--- src/rtl/adc_demod_pkg.sv ---
// Shared types, XADC addresses and width helpers for the synchronous demodulator.
package adc_demod_pkg;

  typedef enum logic [2:0] {
    S_IDLE,
    S_WAIT_EOC,
    S_DRP_RD,
    S_ACCUM,
    S_EMIT
  } state_t;

  localparam logic [6:0] VAUX0_ADDR = 7'h10;
  localparam logic [6:0] VAUX1_ADDR = 7'h11;

  function automatic int sum_w(input int frames);
    return 12 + $clog2(frames);
  endfunction

  function automatic int cnt_w(input int frames);
    return $clog2(frames + 1);
  endfunction

  function automatic int idx_w(input int n);
    return (n > 1) ? $clog2(n) : 1;
  endfunction

endpackage

--- src/rtl/xadc_drp_reader.sv ---
// One DRP read per req: 1-cycle den pulse, waits for drdy or DRDY_TO cycles.
// done/timeout are combinational strobes in the cycle drdy arrives or the wait expires.
module xadc_drp_reader #(
  parameter int         DRDY_TO  = 64,
  parameter logic [6:0] RST_ADDR = 7'h10
) (
  input  logic        clk,
  input  logic        clr_n,
  input  logic        req,
  input  logic [6:0]  addr,
  input  logic        drdy,
  input  logic [15:0] do_in,
  output logic [6:0]  daddr,
  output logic        den,
  output logic        done,
  output logic        timeout,
  output logic [11:0] code
);

  localparam int TW = $clog2(DRDY_TO + 1);

  logic          busy;
  logic [TW-1:0] timer;
  logic          unused_lsb;

  assign unused_lsb = ^do_in[3:0];
  assign done       = busy && drdy;
  assign timeout    = busy && !drdy && (timer == TW'(DRDY_TO - 1));

  always_ff @(posedge clk or negedge clr_n) begin
    if (!clr_n) begin
      daddr <= RST_ADDR;
      den   <= 1'b0;
      busy  <= 1'b0;
      timer <= '0;
      code  <= '0;
    end else begin
      den <= req;
      if (req) begin
        daddr <= addr;
        busy  <= 1'b1;
        timer <= '0;
      end else if (busy) begin
        if (drdy) begin
          code <= do_in[15:4];
          busy <= 1'b0;
        end else if (timeout) begin
          busy <= 1'b0;
        end else begin
          timer <= timer + TW'(1);
        end
      end
    end
  end

endmodule

--- src/rtl/xadc_sync_demod.sv ---
// Switch-phase synchronous demodulator over XADC DRP; banks sum per feed, emitted as one beat per channel.
// eoc->den 1 cycle, drdy->bank 1 cycle; EMIT holds payload while res_ready is low and ignores eoc.
module xadc_sync_demod
  import adc_demod_pkg::*;
#(
  parameter int          NUM_FEED   = 4,
  parameter int          NUM_FRAMES = 256,
  parameter logic [6:0]  SW_ADDR    = VAUX0_ADDR,
  parameter logic [6:0]  FEED_BASE  = VAUX1_ADDR,
  parameter logic [11:0] THRESH_HI  = 12'd2048,
  parameter logic [11:0] THRESH_LO  = 12'd1536,
  parameter int          DRDY_TO    = 64
) (
  input  logic                            clk,
  input  logic                            clr_n,
  input  logic                            enable,
  input  logic                            continuous,
  input  logic                            eoc,
  input  logic                            drdy,
  input  logic [15:0]                     do_in,
  output logic [6:0]                      daddr,
  output logic                            den,
  output logic                            res_valid,
  input  logic                            res_ready,
  output logic [3:0]                      res_chan,
  output logic [sum_w(NUM_FRAMES)-1:0]    res_on_sum,
  output logic [sum_w(NUM_FRAMES)-1:0]    res_off_sum,
  output logic [cnt_w(NUM_FRAMES)-1:0]    res_on_cnt,
  output logic [cnt_w(NUM_FRAMES)-1:0]    res_off_cnt,
  output logic                            res_degen,
  output logic                            overrun,
  output logic                            drdy_err
);

  localparam int SUM_W = sum_w(NUM_FRAMES);
  localparam int CNT_W = cnt_w(NUM_FRAMES);
  localparam int CH_W  = idx_w(NUM_FEED);
  localparam logic [3:0]       LAST_SLOT  = 4'(NUM_FEED);
  localparam logic [3:0]       LAST_CH    = 4'(NUM_FEED - 1);
  localparam logic [CNT_W-1:0] LAST_FRAME = CNT_W'(NUM_FRAMES - 1);

  state_t           state;
  logic [3:0]       slot;
  logic [3:0]       emit_ch;
  logic [CNT_W-1:0] frame;
  logic             sw_on;
  logic             drop;

  logic [SUM_W-1:0] on_sum  [NUM_FEED];
  logic [SUM_W-1:0] off_sum [NUM_FEED];
  logic [CNT_W-1:0] on_cnt  [NUM_FEED];
  logic [CNT_W-1:0] off_cnt [NUM_FEED];

  logic             rd_req, rd_done, rd_timeout;
  logic [11:0]      code;
  logic [6:0]       slot_addr;
  logic [CH_W-1:0]  ch, out_ch;
  logic [SUM_W-1:0] acc_sum;

  assign rd_req    = (state == S_WAIT_EOC) && eoc;
  assign slot_addr = (slot == 4'd0) ? SW_ADDR : FEED_BASE + 7'(slot) - 7'd1;
  assign ch        = CH_W'(slot - 4'd1);
  // One adder serves every feed slot; the phase picks which bank it reads.
  assign acc_sum   = (sw_on ? on_sum[ch] : off_sum[ch]) + SUM_W'(code);

  assign out_ch      = CH_W'(emit_ch);
  assign res_chan    = emit_ch;
  assign res_on_sum  = on_sum[out_ch];
  assign res_off_sum = off_sum[out_ch];
  assign res_on_cnt  = on_cnt[out_ch];
  assign res_off_cnt = off_cnt[out_ch];
  assign res_degen   = res_valid && (on_cnt[out_ch] == '0 || off_cnt[out_ch] == '0);

  xadc_drp_reader #(.DRDY_TO(DRDY_TO), .RST_ADDR(SW_ADDR)) u_rd (
    .clk     (clk),
    .clr_n   (clr_n),
    .req     (rd_req),
    .addr    (slot_addr),
    .drdy    (drdy),
    .do_in   (do_in),
    .daddr   (daddr),
    .den     (den),
    .done    (rd_done),
    .timeout (rd_timeout),
    .code    (code)
  );

  always_ff @(posedge clk or negedge clr_n) begin
    if (!clr_n) begin
      state     <= S_IDLE;
      slot      <= '0;
      emit_ch   <= '0;
      frame     <= '0;
      sw_on     <= 1'b0;
      drop      <= 1'b0;
      res_valid <= 1'b0;
      overrun   <= 1'b0;
      drdy_err  <= 1'b0;
      for (int i = 0; i < NUM_FEED; i++) begin
        on_sum[i]  <= '0;
        off_sum[i] <= '0;
        on_cnt[i]  <= '0;
        off_cnt[i] <= '0;
      end
    end else begin
      if (eoc && (state == S_DRP_RD || state == S_ACCUM)) overrun <= 1'b1;
      case (state)
        S_IDLE:     if (enable) state <= S_WAIT_EOC;
        S_WAIT_EOC: if (eoc) state <= S_DRP_RD;
        S_DRP_RD: begin
          if (rd_done) begin
            drop  <= 1'b0;
            state <= S_ACCUM;
          end else if (rd_timeout) begin
            drop     <= 1'b1;
            drdy_err <= 1'b1;
            state    <= S_ACCUM;
          end
        end
        S_ACCUM: begin
          if (!drop) begin
            if (slot == 4'd0) begin
              if (code >= THRESH_HI)     sw_on <= 1'b1;
              else if (code < THRESH_LO) sw_on <= 1'b0;
            end else if (sw_on) begin
              on_sum[ch] <= acc_sum;
              on_cnt[ch] <= on_cnt[ch] + CNT_W'(1);
            end else begin
              off_sum[ch] <= acc_sum;
              off_cnt[ch] <= off_cnt[ch] + CNT_W'(1);
            end
          end
          if (slot == LAST_SLOT) begin
            slot  <= '0;
            frame <= frame + CNT_W'(1);
            if (frame == LAST_FRAME) begin
              state     <= S_EMIT;
              res_valid <= 1'b1;
              emit_ch   <= '0;
            end else begin
              state <= enable ? S_WAIT_EOC : S_IDLE;
            end
          end else begin
            slot  <= slot + 4'd1;
            state <= S_WAIT_EOC;
          end
        end
        S_EMIT: begin
          if (res_valid && res_ready) begin
            if (emit_ch == LAST_CH) begin
              res_valid <= 1'b0;
              emit_ch   <= '0;
              frame     <= '0;
              for (int i = 0; i < NUM_FEED; i++) begin
                on_sum[i]  <= '0;
                off_sum[i] <= '0;
                on_cnt[i]  <= '0;
                off_cnt[i] <= '0;
              end
              state <= (continuous && enable) ? S_WAIT_EOC : S_IDLE;
            end else begin
              emit_ch <= emit_ch + 4'd1;
            end
          end
        end
        default: state <= S_IDLE;
      endcase
    end
  end

endmodule
--- config.mk ---
export PLATFORM = sky130hd
export DESIGN_NAME = xadc_sync_demod
export DESIGN_NICKNAME = d
export VERILOG_FILES = /design/src/rtl/adc_demod_pkg.sv /design/src/rtl/xadc_drp_reader.sv /design/src/rtl/xadc_sync_demod.sv
export SDC_FILE = /design/constraint.sdc
export NUM_CORES = 1
export LEC_CHECK = 0
export CAP_MARGIN = 20
export CELL_PAD_IN_SITES_DETAIL_PLACEMENT = 1
export CELL_PAD_IN_SITES_GLOBAL_PLACEMENT = 1
export CORE_UTILIZATION = 54
export CTS_BUF_LIST = sky130_fd_sc_hd__clkbuf_4 sky130_fd_sc_hd__clkbuf_8
export CTS_CLUSTER_SIZE = 12
export DETAILED_ROUTE_END_ITERATION = 6
export PLACE_DENSITY = 0.84
export SKIP_CTS_REPAIR_TIMING = 1
export SLEW_MARGIN = 10
export SYNTH_ARGS = -nofsm -noshare
export SYNTH_HDL_FRONTEND = slang
export SYNTH_HIERARCHICAL = 1
export SYNTH_SLANG_ARGS = --single-unit
--- constraint.sdc ---
create_clock -name clk -period 7.86 [get_ports clk]
set_input_delay 0.786 -clock clk [delete_from_list [all_inputs] [get_ports clk]]
set_output_delay 0.786 -clock clk [all_outputs]
set_load 0.02 [all_outputs]
==> impl_metrics.tcl <==
set metrics [dict create \
    grt_pass1_wl_um 73000 \
    hp-class "in -> async" \
    core-area_mm2 0.0279 \
    cts.clk_slew.worst_paths_ps 70 \
    maxClockFrequency_mhz 176 \
    async_flop_share_pct 100 \
    worstPathRequired_ps 8270 \
    viasPerCell 6.73 \
    vias 12200 \
    path_cells "inv_1, ha_2, buf_4, mux4_2, mux2_2, ha_1, and3_1, nand2_1, o211ai_1, nand4_1, xnor2_1, o21ai_0" \
    cts_max_path_buffers 3 \
    cts_made_buffers 50 \
    antenna_found_initial 0 \
    io_pins 97 \
    drt_iter0_markers 1096 \
    syn_inst 1350 \
    cp.arrival_ps 6080 \
    grt_pass1_vias 13100 \
    grt_max_degree 235 \
    finalCriticalPeriod_ps 5670 \
    fillerInstances 2839 \
    setup_ws_ps 2190 \
    regArea_mm2 0.00714 \
    clock_sink_count 285 \
    ys_ff_latch 285 \
    power_leakage_nw 7.28 \
    netlist_area_mm2 0.0154 \
    syn_area_per_cell_um2 11.4 \
    wire_per_inst_um 25.2 \
    fin_setup_tns_ps 0 \
    wirelength_um 45700 \
    cp-startpoint "slot[0]" \
    place_congestion 0.793 \
    switching_share_pct 45.9 \
    drv_slew 0 \
    final_cells 1813 \
    clockPowerShare_pct 16.9 \
    clock_skew_ps 19.6 \
    synth_edf_count 0 \
    cts-root-buf "clkbuf_8" \
    ant_nets 0 \
    combPwrFrac_pct 54.1 \
    setup_viol 0 \
    p_int_mw 5.09 \
    place_worst_setup_slack_ps 2320 \
    power_switching_mw 4.32 \
    insertion_delay_ps 590 \
    status "finished clean" \
    slowest_stage "dfrtp_4" \
    std_cell_rows 61 \
    worst-r2r-setup-slack_ps 2190 \
    critPathMaxStageDelay_ps 880 \
    max-slew-margin-rel_pct 26.5 \
    ir_worst_vdd_mv 0.258 \
    antenna_cells 0 \
    dp.cells 1720 \
    endpoint_kind "register" \
    cts_htree_levels 2 \
    final_cell_mix "281 x dfrtp_1, 252 x nand3_1, 233 x o21ai_0" \
    grt_use_total_pct 32.6 \
    cp-start-kind "register" \
    synth_flop_cell "dfrtp_1" \
    worst_pin_slew_ps 1100 \
    drc_errors 0 \
    hold_violations 0 \
    p_seq_share_pct 29.0 \
    portBuffers 92 \
    area_growth_syn_to_layout_pct 14.8 \
    multi_input_area_mm2 0.00765 \
    fin_nets 1442 \
    r2r-start "slot[0]" \
    rsz0062_at_grt "no" \
    drive_above_1_share_pct 19.9 \
    dpl.hpwl_um 27700 \
    ys_warn_count 6 \
    initial_utilization_pct 55.1 \
    die_h_um 171 \
    ys_seq_area_share_pct 46.5 \
    post-route-period-util_pct 72.2 \
    final_common_cell "dfrtp_1" \
    rr_worst_depth 12 \
    die_w_um 171 \
    power.density_mw_per_mm2 534 \
    cts_tree "done" \
    gr-total-overflow 0 \
    regToRegEndpoint "off_sum[78]" \
    synth_cell_type_count 76 \
    worst-path-max-fanout 33 \
    critPathKind "reg -> reg" \
    maxCapViolations 0 \
    dieArea_mm2 0.0291 \
    drt_pass1_iterations 5 \
]
sequential cells by signal, indices dropped and copies added, names as in the netlist, 3 cells and up:
signal / flops
off_sum: 80
on_sum: 80
off_cnt: 36
on_cnt: 36
u_rd/code: 12
frame: 9
u_rd/daddr: 7
u_rd/timer: 7
res_chan: 4
slot: 4
state: 3
metrics by stage:
stage	instance area, um2	total power [mW]	utilization, %	hold WS [ps]
after floorplan	15400	6.02	-	449
final	17600	9.41	63.3	256
after detailed placement	16400	7.70	59.0	461
after CTS	17600	9.40	63.3	310
after global placement	16400	7.33	58.8	457
after global routing	17600	9.99	63.3	337
layout make-up:
cell class              count  share of cell area [%]
clock buffers              81                    5.90
clock inverters            12                   0.781
inverters                  14                   0.298
multi-input cells         933                    43.4
flip-flops and latches    285                    40.5
well taps                 378                    2.68
repair buffers            110                    6.42
cells by family (layout without fill, tap and decap cells):
group                      after synthesis  after routing  synth area share [%]
and+or+nand+nor                        389            389                  13.0
other                                    2              3                0.0489
buffers and inverters                  133            217                  3.98
muxes                                  166            166                  21.0
AOI/OAI and AO/OA                      321            321                  11.8
DFF                                    285            285                  46.5
xor gates and xnor gates                29             29                  1.65
adders and majority gates               25             25                  2.09
power by group through the flow:
| stage | Clock [mW] | Combinational [mW] | Sequential (mW) |
|---|---|---|---|
| finish | 1.59 | 5.09 | 2.73 |
| global route | 1.67 | 5.51 | 2.80 |
| CTS | 1.61 | 5.07 | 2.72 |
| detailed placement | 0 | 4.97 | 2.72 |
| global placement | 0 | 4.70 | 2.63 |
| floorplan | 0 | 3.57 | 2.45 |
Yosys cell counts (4+ instances only):
library cell | number | area (um2)
o21a_1 | 4 | 30.0
mux2i_1 | 8 | 80.1
ha_1 | 24 | 300
dfrtp_1 | 284 | 7110
nor4_1 | 4 | 25.0
a21o_1 | 6 | 45.0
buf_2 | 22 | 110
nand3_1 | 252 | 1260
nand2b_1 | 8 | 50.1
xor2_1 | 15 | 131
buf_1 | 24 | 90.1
a21oi_1 | 20 | 100
a21oi_2 | 4 | 35.0
buf_6 | 6 | 67.6
clkbuf_1 | 62 | 233
o21ai_0 | 233 | 1170
xnor2_1 | 14 | 123
nor2b_1 | 6 | 37.5
and3_1 | 9 | 56.3
nor2_1 | 28 | 105
mux4_2 | 107 | 2410
inv_1 | 14 | 52.6
nor3_1 | 4 | 20.0
a211oi_1 | 4 | 30.0
nand4_1 | 5 | 31.3
mux2_2 | 35 | 394
o31ai_1 | 16 | 120
a32o_1 | 5 | 50.1
o21bai_1 | 4 | 30.0
nand2_1 | 46 | 173
and2_1 | 4 | 25.0
mux4_1 | 9 | 236
a31oi_1 | 5 | 31.3
mux2_1 | 4 | 45.0
layer usage:
metal / up-vias / part of all wire [%] / global-route usage, %
met2: 463 / 52 / 55.6
met1: 6417 / 39 / 40.8
met4: 0 / 3.3 / 14.1
li1: 5195 / - / -
met5: - / 0 / 0
met3: 120 / 6.1 / 5.78
worst max-delay path: cells and delay by family, from the launching register on:
kind | cells | cell delay [ps]
adders and majority gates | 2 | 1200
buffers and inverters | 2 | 890
DFF | 1 | 880
AOI/OAI and AO/OA | 2 | 680
muxes | 2 | 660
xor gates and xnor gates | 1 | 660
and+or+nand+nor | 3 | 500
worst max-delay path by stage:
stage and to:
2_1_floorplan off_sum[14], 3_3_place_gp off_sum[34], 3_5_place_dp on_sum[34], 4_1_cts off_sum[78], 5_1_grt off_sum[78], 6_report off_sum[78]
(Power assumes the default switching activity.)
